**src/rtl/sealing_ctrl_pkg.sv**
```systemverilog
// Shared constants for the bottle-line sealing station: state encodings and
// default timing/magazine parameters used by the RTL and the bench.
package sealing_ctrl_pkg;

    localparam logic [2:0] ST_IDLE  = 3'd0;
    localparam logic [2:0] ST_FEED  = 3'd1;
    localparam logic [2:0] ST_PRESS = 3'd2;
    localparam logic [2:0] ST_DONE  = 3'd3;
    localparam logic [2:0] ST_FAULT = 3'd4;

    localparam int FEED_TO_DEF   = 8;
    localparam int PRESS_CYC_DEF = 4;
    localparam int CAP_MAX_DEF   = 15;
    localparam int LOW_TH_DEF    = 3;
    localparam int CW_DEF        = 4;

    // Width needed to count 0..max_val inclusive.
    function automatic int timer_width(input int a, input int b);
        int m;
        m = (a > b) ? a : b;
        return (m < 2) ? 1 : $clog2(m + 1);
    endfunction

endpackage

```
**src/rtl/sealing_ctrl_cycle_timer.sv**
```systemverilog
// Shared phase timer: counts cycles spent in the current state and flags
// when the count reaches the terminal value selected by the caller.
module sealing_ctrl_cycle_timer #(
    parameter int TW = 4
) (
    input  logic          clk,
    input  logic          reset,
    input  logic          clr_i,
    input  logic          en_i,
    input  logic [TW-1:0] term_i,
    output logic          term_o
);

    logic [TW-1:0] cnt_q;

    // Up-counter; clear wins over count so every state change restarts at zero.
    always_ff @(posedge clk or negedge reset) begin
        if (!reset) begin
            cnt_q <= '0;
        end else if (clr_i) begin
            cnt_q <= '0;
        end else if (en_i) begin
            cnt_q <= cnt_q + {{(TW-1){1'b0}}, 1'b1};
        end else begin
            cnt_q <= cnt_q;
        end
    end

    assign term_o = (cnt_q == term_i);

endmodule

```
**src/rtl/sealing_ctrl.sv**
```systemverilog
// Sealing station sequencer: feeds a cap, holds the press for a fixed time,
// reports completion to the line FSM, and tracks the cap magazine.
module sealing_ctrl
    import sealing_ctrl_pkg::*;
#(
    parameter int FEED_TO   = FEED_TO_DEF,
    parameter int PRESS_CYC = PRESS_CYC_DEF,
    parameter int CAP_MAX   = CAP_MAX_DEF,
    parameter int LOW_TH    = LOW_TH_DEF,
    parameter int CW        = CW_DEF
) (
    input  logic          clk,
    input  logic          reset,
    input  logic          start,
    input  logic          pos_ve,
    input  logic          cap_ok,
    input  logic          refill,
    output logic          feeder,
    output logic          press,
    output logic          ve_done,
    output logic          fault,
    output logic          low_caps,
    output logic [CW-1:0] cap_count
);

    localparam int TW = timer_width(FEED_TO, PRESS_CYC);

    logic [2:0]    state_q, state_d;
    logic [CW-1:0] cap_q, cap_d;
    logic          dec_s;
    logic          tmr_term_s;
    logic          tmr_en_s;
    logic          tmr_clr_s;
    logic [TW-1:0] tmr_term_val_s;

    // Next-state logic; the decrement is tied to the PRESS->DONE edge only.
    always_comb begin
        state_d = state_q;
        dec_s   = 1'b0;
        case (state_q)
            ST_IDLE: begin
                if (start && pos_ve) begin
                    state_d = (cap_q != {CW{1'b0}}) ? ST_FEED : ST_FAULT;
                end else begin
                    state_d = ST_IDLE;
                end
            end
            ST_FEED: begin
                if (!start) begin
                    state_d = ST_IDLE;
                end else if (cap_ok) begin
                    state_d = ST_PRESS;
                end else if (tmr_term_s) begin
                    state_d = ST_FAULT;
                end else begin
                    state_d = ST_FEED;
                end
            end
            ST_PRESS: begin
                if (!start) begin
                    state_d = ST_IDLE;
                end else if (tmr_term_s) begin
                    state_d = ST_DONE;
                    dec_s   = 1'b1;
                end else begin
                    state_d = ST_PRESS;
                end
            end
            ST_DONE: begin
                if (!start || !pos_ve) begin
                    state_d = ST_IDLE;
                end else begin
                    state_d = ST_DONE;
                end
            end
            ST_FAULT: begin
                if (!start) begin
                    state_d = ST_IDLE;
                end else begin
                    state_d = ST_FAULT;
                end
            end
            default: begin
                state_d = ST_IDLE;
            end
        endcase
    end

    // Magazine: a refill overrides a coincident decrement.
    always_comb begin
        cap_d = cap_q;
        if (refill) begin
            cap_d = CW'(CAP_MAX);
        end else if (dec_s) begin
            cap_d = cap_q - {{(CW-1){1'b0}}, 1'b1};
        end else begin
            cap_d = cap_q;
        end
    end

    // Timer control: restart on any state change, run only in timed states.
    always_comb begin
        tmr_clr_s      = (state_d != state_q);
        tmr_en_s       = (state_q == ST_FEED) || (state_q == ST_PRESS);
        tmr_term_val_s = TW'(PRESS_CYC - 1);
        if (state_q == ST_FEED) begin
            tmr_term_val_s = TW'(FEED_TO - 1);
        end else begin
            tmr_term_val_s = TW'(PRESS_CYC - 1);
        end
    end

    sealing_ctrl_cycle_timer #(.TW(TW)) u_timer (
        .clk    (clk),
        .reset  (reset),
        .clr_i  (tmr_clr_s),
        .en_i   (tmr_en_s),
        .term_i (tmr_term_val_s),
        .term_o (tmr_term_s)
    );

    // State and magazine registers.
    always_ff @(posedge clk or negedge reset) begin
        if (!reset) begin
            state_q <= ST_IDLE;
            cap_q   <= {CW{1'b0}};
        end else begin
            state_q <= state_d;
            cap_q   <= cap_d;
        end
    end

    assign feeder    = (state_q == ST_FEED);
    assign press     = (state_q == ST_PRESS);
    assign ve_done   = (state_q == ST_DONE);
    assign fault     = (state_q == ST_FAULT);
    assign low_caps  = (cap_q <= CW'(LOW_TH));
    assign cap_count = cap_q;

endmodule

```
**config.mk**
```make
export PLATFORM = sky130hd
export DESIGN_NAME = sealing_ctrl
export DESIGN_NICKNAME = d
export VERILOG_FILES = /design/src/rtl/sealing_ctrl_pkg.sv /design/src/rtl/sealing_ctrl_cycle_timer.sv /design/src/rtl/sealing_ctrl.sv
export SDC_FILE = /design/constraint.sdc
export NUM_CORES = 1
export LEC_CHECK = 0
export ABC_CLOCK_PERIOD_IN_PS = 2000
export CAP_MARGIN = 0
export CORE_UTILIZATION = 46
export CTS_BUF_LIST = sky130_fd_sc_hd__clkbuf_4 sky130_fd_sc_hd__clkbuf_8
export DETAILED_ROUTE_END_ITERATION = 12
export GPL_TIMING_DRIVEN = 0
export PLACE_DENSITY = 0.73
export REMOVE_ABC_BUFFERS = 1
export SLEW_MARGIN = 30
export SYNTH_ARGS = -nofsm -noshare
export SYNTH_HDL_FRONTEND = slang
export SYNTH_SLANG_ARGS = --single-unit
```
**constraint.sdc**
```tcl
create_clock -name clk -period 2 [get_ports clk]
set_input_delay 0.3 -clock clk [delete_from_list [all_inputs] [get_ports clk]]
set_output_delay 0.3 -clock clk [all_outputs]
set_load 0.02 [all_outputs]
```
# --- Word level (Yosys, flattened, before mapping) ---
# Cells that the tools add are included.
totals:
  register_bits: 11
  out_inout_bits: 9
  wordCells: 39
op_classes:
  addsub: 2
  magnitude_cmp: 1
  n_eq_ne: 6
  muxes: 18
  n_reduce_logical: 9
ops:
  columns: ["operator", "n"]
  rows:
  - ["2-to-1 mux 3 bit", 7]
  - ["2-to-1 mux 4 bit", 4]
  - ["case mux 3 bit (5 select lines)", 1]
  - ["== test 3 x 2 -> 1 bit (second input constant)", 2]
  - ["adder 4 x 1 -> 4 bit (second input constant)", 1]
  - ["== test 4 x 3 -> 1 bit", 1]
  - ["<= comparator 4 x 2 -> 1 bit (second input constant)", 1]
  - ["2-to-1 mux 1 bit", 4]
  - ["2-to-1 mux 2 bit", 2]
  - ["nonzero test 2 bit", 2]
  - ["nonzero test 4 bit", 1]
  - ["subtractor 4 x 1 -> 4 bit (second input constant)", 1]
  - ["== test 3 x 1 -> 1 bit (second input constant)", 1]
  - ["== test 3 bit (second input constant)", 1]
  - ["zero test 3 bit", 1]
  - ["inequality test 3 bit", 1]
  - ["zero test 1 bit", 2]
  - ["logical OR 1 bit", 2]
  - ["logical AND 1 bit", 1]

# --- Logic depth before layout (Yosys ltp) ---
# Gate-level depths: netlist (run 1).
depth:
  ltp_word: 9
  ltp_mapped: 6
  mapped_depth_nobuf: 6

# --- By module ---
# Synthesis (run 1) repeated with hierarchy kept, for this count alone.
unflattened:
  cells_unflattened: 79
  area_unflattened_um2: 742.0
by_module_without_submodules:
  columns: ["module", "n_inst", "cells_per_inst", "area_each_um2"]
  rows:
  - ["sealing_ctrl", 1, 58, 508.0]
  - ["sealing_ctrl_cycle_timer", 1, 21, 234.0]

# --- Worst setup path after synthesis (run 1) ---
# No wires, ideal clock.
synth_path:
  path_kind: "register to register"
  start: "register cap_q[0] (netlist: cap_count[0])"
  end: "register u_timer.cnt_q[0]"
  setup_ns: 0.132
  arrival_time_ns: 1.540
  slack_ns: 0.327
  path_stages_with_launch: 7
  path_cell_list: "dfrtp_1 -> inv_1 -> ha_1 -> or4b_4 -> o22a_1 -> o211ai_2 -> nor3_1"
synth_via:
  elab_chain_cells: 6
  elab_cells_between_ends: 7
  cone_classes: "eq/ne: 1; mux: 4; reduce/logical: 2"
synth_rtl:
  columns: ["item", "line", "source"]
  rows:
  - ["start, declared", "sealing_ctrl.sv:29", "logic [CW-1:0] cap_q, cap_d;"]
  - ["start signal, assigned", "sealing_ctrl.sv:126", "cap_q <= {CW{1'b0}};"]
  - ["start signal, assigned", "sealing_ctrl.sv:129", "cap_q <= cap_d;"]
  - ["nonzero test 4 bit *", "sealing_ctrl.sv:43", "state_d = (cap_q != {CW{1'b0}}) ? ST_FEED : ST_FAULT;"]
  - ["2-to-1 mux 3 bit *", "sealing_ctrl.sv:43", null]
  - ["2-to-1 mux 3 bit *", "sealing_ctrl.sv:42", "if (start && pos_ve) begin"]
  - ["case mux 3 bit (5 select lines) *", "sealing_ctrl.sv:40", "case (state_q)"]
  - ["inequality test 3 bit *", "sealing_ctrl.sv:103", "tmr_clr_s = (state_d != state_q);"]
  - ["2-to-1 mux 4 bit or nonzero test 2 bit (tied branches)", null, null]
  - ["end signal, assigned", "sealing_ctrl_cycle_timer.sv:23", "cnt_q <= cnt_q + {{(TW-1){1'b0}}, 1'b1};"]
  - ["end signal, assigned", "sealing_ctrl_cycle_timer.sv:25", "cnt_q <= cnt_q;"]
  - ["end, declared", "sealing_ctrl_cycle_timer.sv:14", "logic [TW-1:0] cnt_q;"]
# Mark *: on every way between the ends. The rest lies on a longest branch, timed or not.
# A chain may end at the register's enable or synchronous reset.

# --- Final worst setup path (run 1) ---
layout_path:
  start: "register state_q[2]"
  end: "output ve_done"
layout_via:
  elab_chain_cells: 1
layout_rtl:
  columns: ["item", "line", "source"]
  rows:
  - ["start, declared", "sealing_ctrl.sv:28", "logic [2:0] state_q, state_d;"]
  - ["start signal, assigned", "sealing_ctrl.sv:128", "state_q <= state_d;"]
  - ["== test 3 x 2 -> 1 bit", "sealing_ctrl.sv:135", "assign ve_done = (state_q == ST_DONE);"]
  - ["end, declared", "sealing_ctrl.sv:20", "output logic ve_done,"]
# Every way passes these cells.

==> flow_summary.ini, run 1 <==
[timing]
slew_violations = 0
finalCritPeriodShare_pct = 95.6
fin_setup_tns_ps = 0
rsz0062_at_grt = no
clock_skew_ps = 7.59
hold_viol = 0
clock.fmax_mhz = 523
tightest_slew_ps = 515
final-setup-viol-count = 0
worst_slack_ps = 88.8
relSlewSlack_pct = 65.6
period_needed_ps = 1910

[route]
drtIter0Drc = 7
drc = 0
vias_per_cell = 5.66
vias = 577
post_drt_wl_per_cell_um = 12.9
wl_um = 1320
drt-pass1-iter-count = 3
ant_nets = 0

[grt]
first_global_vias = 536
grt.total_usage_pct = 17.4
grt_max_degree = 13
grt-ovfl-total = 0
grt_pass1_wl_um = 2300
antenna_found_initial = 0

[synthesis]
synthTopCellsByArea = dfrtp_1 (35%), nor3_1 (4.5%), xnor2_1 (4.5%)
synth_warnings = 0
syn-cell-area_um2 = 782
yosysSeqAreaShare_pct = 35.2
synth.distinct_cells = 33
ys_ff_latch = 11
synth_area_leader_cell = dfrtp_1
postSynthCellCount = 71
synth_edf_count = 0
netlist.area_leader.share_pct = 35.2
syn_avg_cell_area_um2 = 11.0
synth_ff_type = dfrtp_1
synthArstFlopShare_pct = 100

[layout]
antenna_cells = 0
area_growth_syn_to_layout_pct = 21.3
fillers = 136
seqCellArea_um2 = 279
drive_gt1_share_pct = 18.6
layout_common_cells = clkdlybuf4s50_1 (13), dfrtp_1 (8), nor3_1 (7)
layout.nets = 95
final_common_cell = clkdlybuf4s50_1
multi_input_area_um2 = 469

[clock_tree]
cts_buffer_depth = 2
cts_tree = built
path_clk_slew_ps = 70
worstSkewPairLatency_ps = 270
clkSinkCount = 11
cts_setup_buffers = 0
cts.repair.resized = 3
cts_buffers = 3
hold_buffers = 0
ctsHtreeMaxLevel = 1
clock-root-buffer = clkbuf_4

[floorplan]
core_area_um2 = 1540
initial_core_util_pct = 50.7
die_x_um = 43.2
die_area_um2 = 1870
die_y_um = 43.2
rows = 14
io_pins = 15

[power]
ir_drop_uv = 491
leakagePower_nw = 0.396
powerDensity_nw_per_um2 = 597

[placement]
io_buffers = 14
dpl_worst_slack_ps = 67.0
gp_congestion = 0.702
dp_hpwl_um = 999

[worst_setup_path]
critPathKind = reg2out
r2r_start = cap_count[0]
startpoint = state_q[2]
end_kind = output port
required_ps = 1700
path_max_fanout = 12
arrival_ps = 1610
start_kind = flop

[run]
timing.max_cap.violations = 0

[run_status]
status = completed

[worst_hold_path]
hp-class = in2async
-- cell families after synthesis --
kind of cell,Yosys count,synth area share [%]
adders and majority gates,2,3.20
DFF,11,35.2
muxes,1,1.28
buffers and inverters,5,4.80
and+or+nand+nor,36,34.6
xor gates and xnor gates,7,8.80
AOI/OAI and AO/OA,9,12.2
-- layout make-up --
type                    instances  area share [%]
flip-flops and latches         11            29.4
clock buffers                   4            3.17
repair buffers                 14            15.0
multi-input cells              55            49.5
inverters                       2           0.792
well taps                      16            2.11
-- per-layer routing --
metal  vias up  GRT usage, %  routed length, µm
met5         -             0                  0
met4         0          9.09                 33
met3         4          6.81                 60
met2        10          23.9                568
met1       271          23.4                658
li1        292             -                  -
-- metrics by stage --
| step | power, mW | hold slack (ps) | cells | area, µm² | util [%] |
|---|---|---|---|---|---|
| CTS | 0.578 | 376 | 102 | 946 | 61.4 |
| finish | 0.566 | 372 | 102 | 948 | 61.5 |
| floorplan | 0.366 | 4.41 | 68 | 752 | - |
| global route | 0.610 | 411 | 102 | 948 | 61.5 |
| detailed placement | 0.411 | 540 | 98 | 912 | 59.2 |
| global placement | 0.409 | 531 | 98 | 912 | 59.2 |
-- state kept, by name, summed over array words and instances (netlist names) --
name,cells
state_q,3
cap_count,4
u_timer.cnt_q,4
-- Yosys cell counts, types with 2 or more instances --
| cell | instances |
|---|---|
| dfrtp_1 | 11 |
| nor3_1 | 7 |
| nand2b_1 | 5 |
| xnor2_1 | 4 |
| nand2_1 | 3 |
| nand3_1 | 3 |
| nor2_1 | 3 |
| nor3b_1 | 3 |
| and3b_1 | 2 |
| buf_6 | 2 |
| ha_1 | 2 |
| inv_1 | 2 |
| nand4bb_1 | 2 |
| nor3b_2 | 2 |
| xor2_1 | 2 |
-- path summary, 6_finish.rpt --
kind                               endpoint  slack (ps)  cells past startpoint
setup / recovery                    ve_done          90                      2
max in group asynchronous        state_q[0]        1260                      1
min in group clk               cap_count[1]         560                      1
setup reg to reg           u_timer.cnt_q[3]         330                      6
hold reg to reg                cap_count[1]         560                      1
hold / removal                   state_q[1]         370                      1
-- report_power, final --
part | leakage, nW | switching, mW | internal, mW | total (mW)
logic | 0.252 | 0.0618 | 0.0724 | 0.134
registers | 0.126 | 0.0283 | 0.244 | 0.272
clock network | 0.0184 | 0.0689 | 0.0906 | 0.160
total | 0.396 | 0.159 | 0.407 | 0.566
-- critical path, stage by stage, from the launching register on --
cell and delay [ps]:
dfrtp_2 490, and3b_1 250, clkdlybuf4s50_1 600
No activity file was read; power rests on OpenSTA's default activity.
==> run 2: changes to the inputs <==
--- a/config.mk
+++ b/config.mk
@@ -7,6 +7,7 @@
 export LEC_CHECK = 0
 export ABC_CLOCK_PERIOD_IN_PS = 2000
 export CAP_MARGIN = 0
+export CORE_MARGIN = 1.5
 export CORE_UTILIZATION = 46
 export CTS_BUF_LIST = sky130_fd_sc_hd__clkbuf_4 sky130_fd_sc_hd__clkbuf_8
 export DETAILED_ROUTE_END_ITERATION = 12
==> run 2 against run 1 <==
  * Clock-buffer cell count did not move
  * Critical path depth did not move
  * First-iteration DRC count fell by 43%
  * Critical path type unchanged
  * Via count rose by 1.7%
  * Global-route usage rose by 0.74 points
  * Wire length rose by 14%
  * Largest cell class unchanged
==> flow_summary.ini, run 2 (synthesis gave the netlist of run 1 again) <==
[run_status]
status = completed

[clock_tree]
cts_buffer_depth = 2
cts_tree = built
clock-root-buffer = clkbuf_4
clkSinkCount = 11
worstSkewPairLatency_ps = 270
ctsHtreeMaxLevel = 1
cts_buffers = 3
path_clk_slew_ps = 70
hold_buffers = 0

[timing]
tightest_slew_ps = 536
rsz0062_at_grt = no
finalCritPeriodShare_pct = 96.0
period_needed_ps = 1920
hold_viol = 0
relSlewSlack_pct = 64.2
final-setup-viol-count = 0
clock_skew_ps = 0.458
fin_setup_tns_ps = 0
slew_violations = 0
clock.fmax_mhz = 521

[power]
powerDensity_nw_per_um2 = 606
ir_drop_uv = 512
pwr-share-comb_pct = 25.6
switching_share_pct = 29.4
power_mw = 0.583
leakagePower_nw = 0.408
power_frac_seq_pct = 45.8
clock_power_share_pct = 28.7
p_int_mw = 0.412
p_sw_mw = 0.171

[floorplan]
initial_core_util_pct = 50.7
die_y_um = 44.2
io_pins = 15
rows = 14
die_x_um = 44.2
core_area_um2 = 1540
die_area_um2 = 1960

[worst_setup_path]
startpoint = state_q[2]
path_buf_inv = 1
ff2ff_setup_slack_ps = 330
arrival_ps = 1620
regToRegEndpoint = u_timer.cnt_q[1]
critPathKind = reg2out
path_max_fanout = 12
r2r_start = cap_count[0]
end_kind = output port
max_stage_delay_ps = 600
crit_family = buffers and inverters
worstPathCellList = and3b_1 -> clkdlybuf4s50_1
reg2reg_depth = 6
start_kind = flop
required_ps = 1700
cp_slowest_cell = clkdlybuf4s50_1

[route]
post_drt_wl_per_cell_um = 14.5
drtIter0Drc = 4
vias = 587
drt-pass1-iter-count = 4
ant_nets = 0
wl_um = 1500
vias_per_cell = 5.64
drc = 0

[placement]
place_inst = 98
io_buffers = 14
gp_congestion = 0.715
place_area_um2 = 912
dp_hpwl_um = 1080

[layout]
final_common_cell = clkdlybuf4s50_1
multi_input_area_um2 = 469
layout.nets = 97
drive_gt1_share_pct = 20.5
final_cell_area_um2 = 962
final_cells = 104
layout_common_cells = clkdlybuf4s50_1 (12), dfrtp_1 (8), nor3_1 (7)
seqCellArea_um2 = 279
area_growth_syn_to_layout_pct = 23.0
fillers = 134
fin_util_pct = 62.4
antenna_cells = 0

[worst_hold_path]
hp-class = in2async

[grt]
grt.total_usage_pct = 18.2
grt_max_degree = 13
grt_pass1_wl_um = 2530
antenna_found_initial = 0
grt-ovfl-total = 0
first_global_vias = 560

[run]
timing.max_cap.violations = 0
run 2: worst reg2reg max path, stage by stage, from the launching register on:
cell and delay (ps):
dfrtp_1 390, inv_1 100, ha_1 160, or4b_4 480
o22a_1 220, o211ai_2 120, nor3_1 90
run 2: per-layer routing:
metal	track usage (%)	up-vias	wire [µm]
li1	-	298	-
met1	24.0	278	739
met2	27.4	9	702
met3	3.67	2	44
met4	10.9	0	17
met5	0	-	0
run 2: layout make-up:
| cell class | instances | area share [%] |
|---|---|---|
| inverter | 2 | 0.780 |
| clock buffer | 4 | 3.12 |
| tap | 16 | 2.08 |
| sequential | 11 | 29.0 |
| timing repair buffer | 16 | 16.3 |
| multi-input combinational | 55 | 48.8 |
run 2: per-stage QoR:
step,worst slack [ps],hold slack [ps]
after global routing,21.3,422
final,80.0,379
after floorplan,327,4.41
after detailed placement,34.3,532
after global placement,60.3,534
after CTS,65.5,379
run 2: power groups by stage:
stage / registers (mW) / logic (mW) / clock network, mW
floorplan: 0.270 / 0.0959 / 0
global placement: 0.275 / 0.134 / 0
detailed placement: 0.276 / 0.137 / 0
CTS: 0.273 / 0.138 / 0.179
global route: 0.270 / 0.163 / 0.185
finish: 0.267 / 0.149 / 0.167
run 2: repair_timing:
action / in CTS / in global routing
endpoints found under the hold margin: 0 / 0
setup endpoints to repair: 4 / 1
setup buffers: 0 / 2
resized for setup: 4 / 1
run 2: worst max path at each step:
stage,end,slack (ps),cells after the start
finish,ve_done,80,2
global placement,u_timer.cnt_q[3],60,5
floorplan,u_timer.cnt_q[0],330,6
CTS,ve_done,70,2
global route,ve_done,20,2
detailed placement,u_timer.cnt_q[1],30,5
==> run 3: changes to the inputs <==
--- a/config.mk
+++ b/config.mk
@@ -12,9 +12,10 @@
 export CTS_BUF_LIST = sky130_fd_sc_hd__clkbuf_4 sky130_fd_sc_hd__clkbuf_8
 export DETAILED_ROUTE_END_ITERATION = 12
 export GPL_TIMING_DRIVEN = 0
-export PLACE_DENSITY = 0.73
+export PLACE_DENSITY = 0.74
 export REMOVE_ABC_BUFFERS = 1
 export SLEW_MARGIN = 30
 export SYNTH_ARGS = -nofsm -noshare
 export SYNTH_HDL_FRONTEND = slang
+export SYNTH_HIERARCHICAL = 1
 export SYNTH_SLANG_ARGS = --single-unit
==> run 3 against run 2 <==
  * The run now ends with setup timing left
  * Clock skew rose by 0.68 ps
  * Fmax fell by 22%
  * Non-clock buffer count rose by 8
  * Sequential share of layout area fell by 2.7 points
  * Die area fell by 4.8%
  * Sequential cell count did not move
  * Largest power group unchanged
==> flow_summary.ini, run 3 <==
[run_status]
status = complete, but fails checks
violations = setup timing

[clock_tree]
ctsHtreeMaxLevel = 1
clock-root-buffer = clkbuf_4
clkSinkCount = 11
path_clk_slew_ps = 70
cts_tree = built
cts_buffers = 3
worstSkewPairLatency_ps = 270
cts_buffer_depth = 2

[placement]
io_buffers = 14
gp_congestion = 0.725
place_inst = 108
dp_hpwl_um = 1150

[synthesis]
synth_ff_type = dfrtp_1
postSynthCellCount = 79
netlist.area_leader.share_pct = 37.1
synthArstFlopShare_pct = 100
synth.distinct_cells = 34
yosysSeqAreaShare_pct = 37.1
synth_warnings = 6
ys_ff_latch = 11
synth_area_leader_cell = dfrtp_1
yosysMostFrequentCell = dfrtp_1
synthTopCellsByArea = dfrtp_1 (37%), xor2_1 (7.1%), mux2_4 (4.0%)
synthTopCellsByCount = dfrtp_1 (11), nor2_1 (6), xor2_1 (6)
syn-cell-area_um2 = 742
synth_edf_count = 0
syn_avg_cell_area_um2 = 9.39

[worst_hold_path]
hp-class = in2async

[floorplan]
io_pins = 15
die_area_um2 = 1860
die_y_um = 43.2
core_area_um2 = 1510
initial_core_util_pct = 49.3
die_x_um = 43.2
rows = 14

[worst_setup_path]
worstPathCellList = nor2_4 -> nand2_2 -> inv_2 -> xor2_2 -> nor4_4 -> mux2_4 -> a32o_2 -> a311o_1 -> a211o_1 -> nor2_1 -> mux2_4
crit_family = compound AO/OA/AOI/OAI gates
crit_end = u_timer/cnt_q[3]
startpoint = state_q[2]
cp_num_cells = 11
arrival_ps = 2670
r2r_start = state_q[2]
critPathKind = reg2reg
end_kind = flop
path_buf_inv = 1
reg2reg_depth = 11
max_stage_delay_ps = 430
cp_common_cell = mux2_4
cp_slowest_cell = dfrtp_2
required_ps = 2220
start_kind = flop
regToRegEndpoint = u_timer/cnt_q[3]
ff2ff_setup_slack_ps = -460
path_max_fanout = 4

[timing]
relSlewSlack_pct = 66.2
clock_skew_ps = 1.14
worst_hold_slack_ps = 360
tightest_slew_ps = 505
worst_slack_ps = -457
slew_violations = 0
hold_viol = 0
finalCritPeriodShare_pct = 123
final-setup-viol-count = 4
rsz0062_at_grt = yes
clock.fmax_mhz = 407
period_needed_ps = 2460

[power]
powerDensity_nw_per_um2 = 607
leakagePower_nw = 0.509
power_frac_seq_pct = 39.4
clock_power_share_pct = 26.6
p_int_mw = 0.437
switching_share_pct = 32.1
p_sw_mw = 0.207
ir_drop_uv = 425
pwr-share-comb_pct = 34.0

[layout]
fillers = 115
final_common_cell = clkdlybuf4s50_1
final_cells = 122
drive_gt1_share_pct = 29.2
layout.nets = 115
layout_common_cells = clkdlybuf4s50_1 (10), buf_4 (9), dfrtp_1 (8)
area_growth_syn_to_layout_pct = 42.8
antenna_cells = 0

[grt]
first_global_vias = 698
antenna_found_initial = 0
grt_busiest_layer = met2
grt_use_met3_pct = 4.68
use_met1_pct = 24.0
grtUsageMet2_pct = 36.1
grt_pass1_wl_um = 2880
grt.total_usage_pct = 21.0
grt_max_degree = 12
grt-ovfl-total = 0

[route]
drc = 0
vias_per_cell = 5.58
post_drt_wl_per_cell_um = 14.2
ant_nets = 0
vias = 681
drt-pass1-iter-count = 4
drtIter0Drc = 18
wl_um = 1730

[run]
timing.max_cap.violations = 0
[run 3: cell count changes in the layout (fill, tap and decap cells not counted), moves of 3 or more]
cell,before,now
xor2_1,2,5
nand4_1,0,3
buf_4,2,9
nor3_1,7,1
conb_1,0,3
[run 3: logic make-up (layout without fill, tap and decap cells)]
| family | after synthesis | in the layout | synth area share [%] |
|---|---|---|---|
| buffers and inverters | 6 | 32 | 3.20 |
| AND/OR/NAND/NOR | 33 | 33 | 26.0 |
| XOR/XNOR | 8 | 8 | 9.44 |
| other | 2 | 3 | 1.01 |
| AO/OA/AOI/OAI | 14 | 14 | 14.5 |
| adder cells (fa/ha/maj) | 2 | 2 | 3.37 |
| multiplexers | 3 | 3 | 5.40 |
| flip-flops | 11 | 11 | 37.1 |
[run 3: worst min-delay path by stage]
stage                         to  depth (start not counted)    startpoint
finish                state_q[1]                          1         reset
global route        cap_count[0]                          1         reset
CTS                   state_q[1]                          1         reset
detailed placement  cap_count[1]                          1  cap_count[1]
global placement    cap_count[3]                          2  cap_count[3]
floorplan           cap_count[0]                          0         reset
[run 3: what timing repair did]
action | CTS | global route
resized for setup | 14 | 5
pin swaps | 7 | 3
setup endpoints to repair | 14 | 6
buffers inserted | 8 | 2
hold buffers | 0 | 0
[run 3: power groups by stage]
stage | combinational (mW) | sequential [mW] | clock [mW]
after floorplan | 0.101 | 0.259 | 0
after global placement | 0.142 | 0.263 | 0
after detailed placement | 0.148 | 0.263 | 0
after CTS | 0.198 | 0.252 | 0.175
after global routing | 0.237 | 0.255 | 0.187
final | 0.219 | 0.253 | 0.171
[run 3: final cells by class]
cell class / instances / area [µm²] / share of cell area, %
Sequential cell: 11 / 279 / 26.3
Timing Repair Buffer: 24 / 218 / 20.5
Multi-Input combinational cell: 63 / 498 / 47.0
Tap cell: 16 / 20.0 / 1.89
Clock buffer: 4 / 30.0 / 2.83
Inverter: 4 / 15.0 / 1.42
[run 3: layer usage]
metal  wire length, µm  share of wire, %
met2               879                51
met5                 0                 0
met3                82               4.7
met4                22               1.3
met1               743                43
[run 3: per-stage QoR]
step / utilization [%] / worst slack [ps] / area (µm²) / setup TNS, ps / total power [mW]
after floorplan: - / -895 / 737 / -3630 / 0.360
after global placement: 59.6 / -1130 / 897 / -5880 / 0.404
after detailed placement: 59.6 / -1270 / 897 / -6920 / 0.411
after CTS: 67.9 / -462 / 1020 / -1670 / 0.626
after global routing: 70.3 / -599 / 1060 / -2120 / 0.678
final: 70.3 / -457 / 1060 / -1570 / 0.644
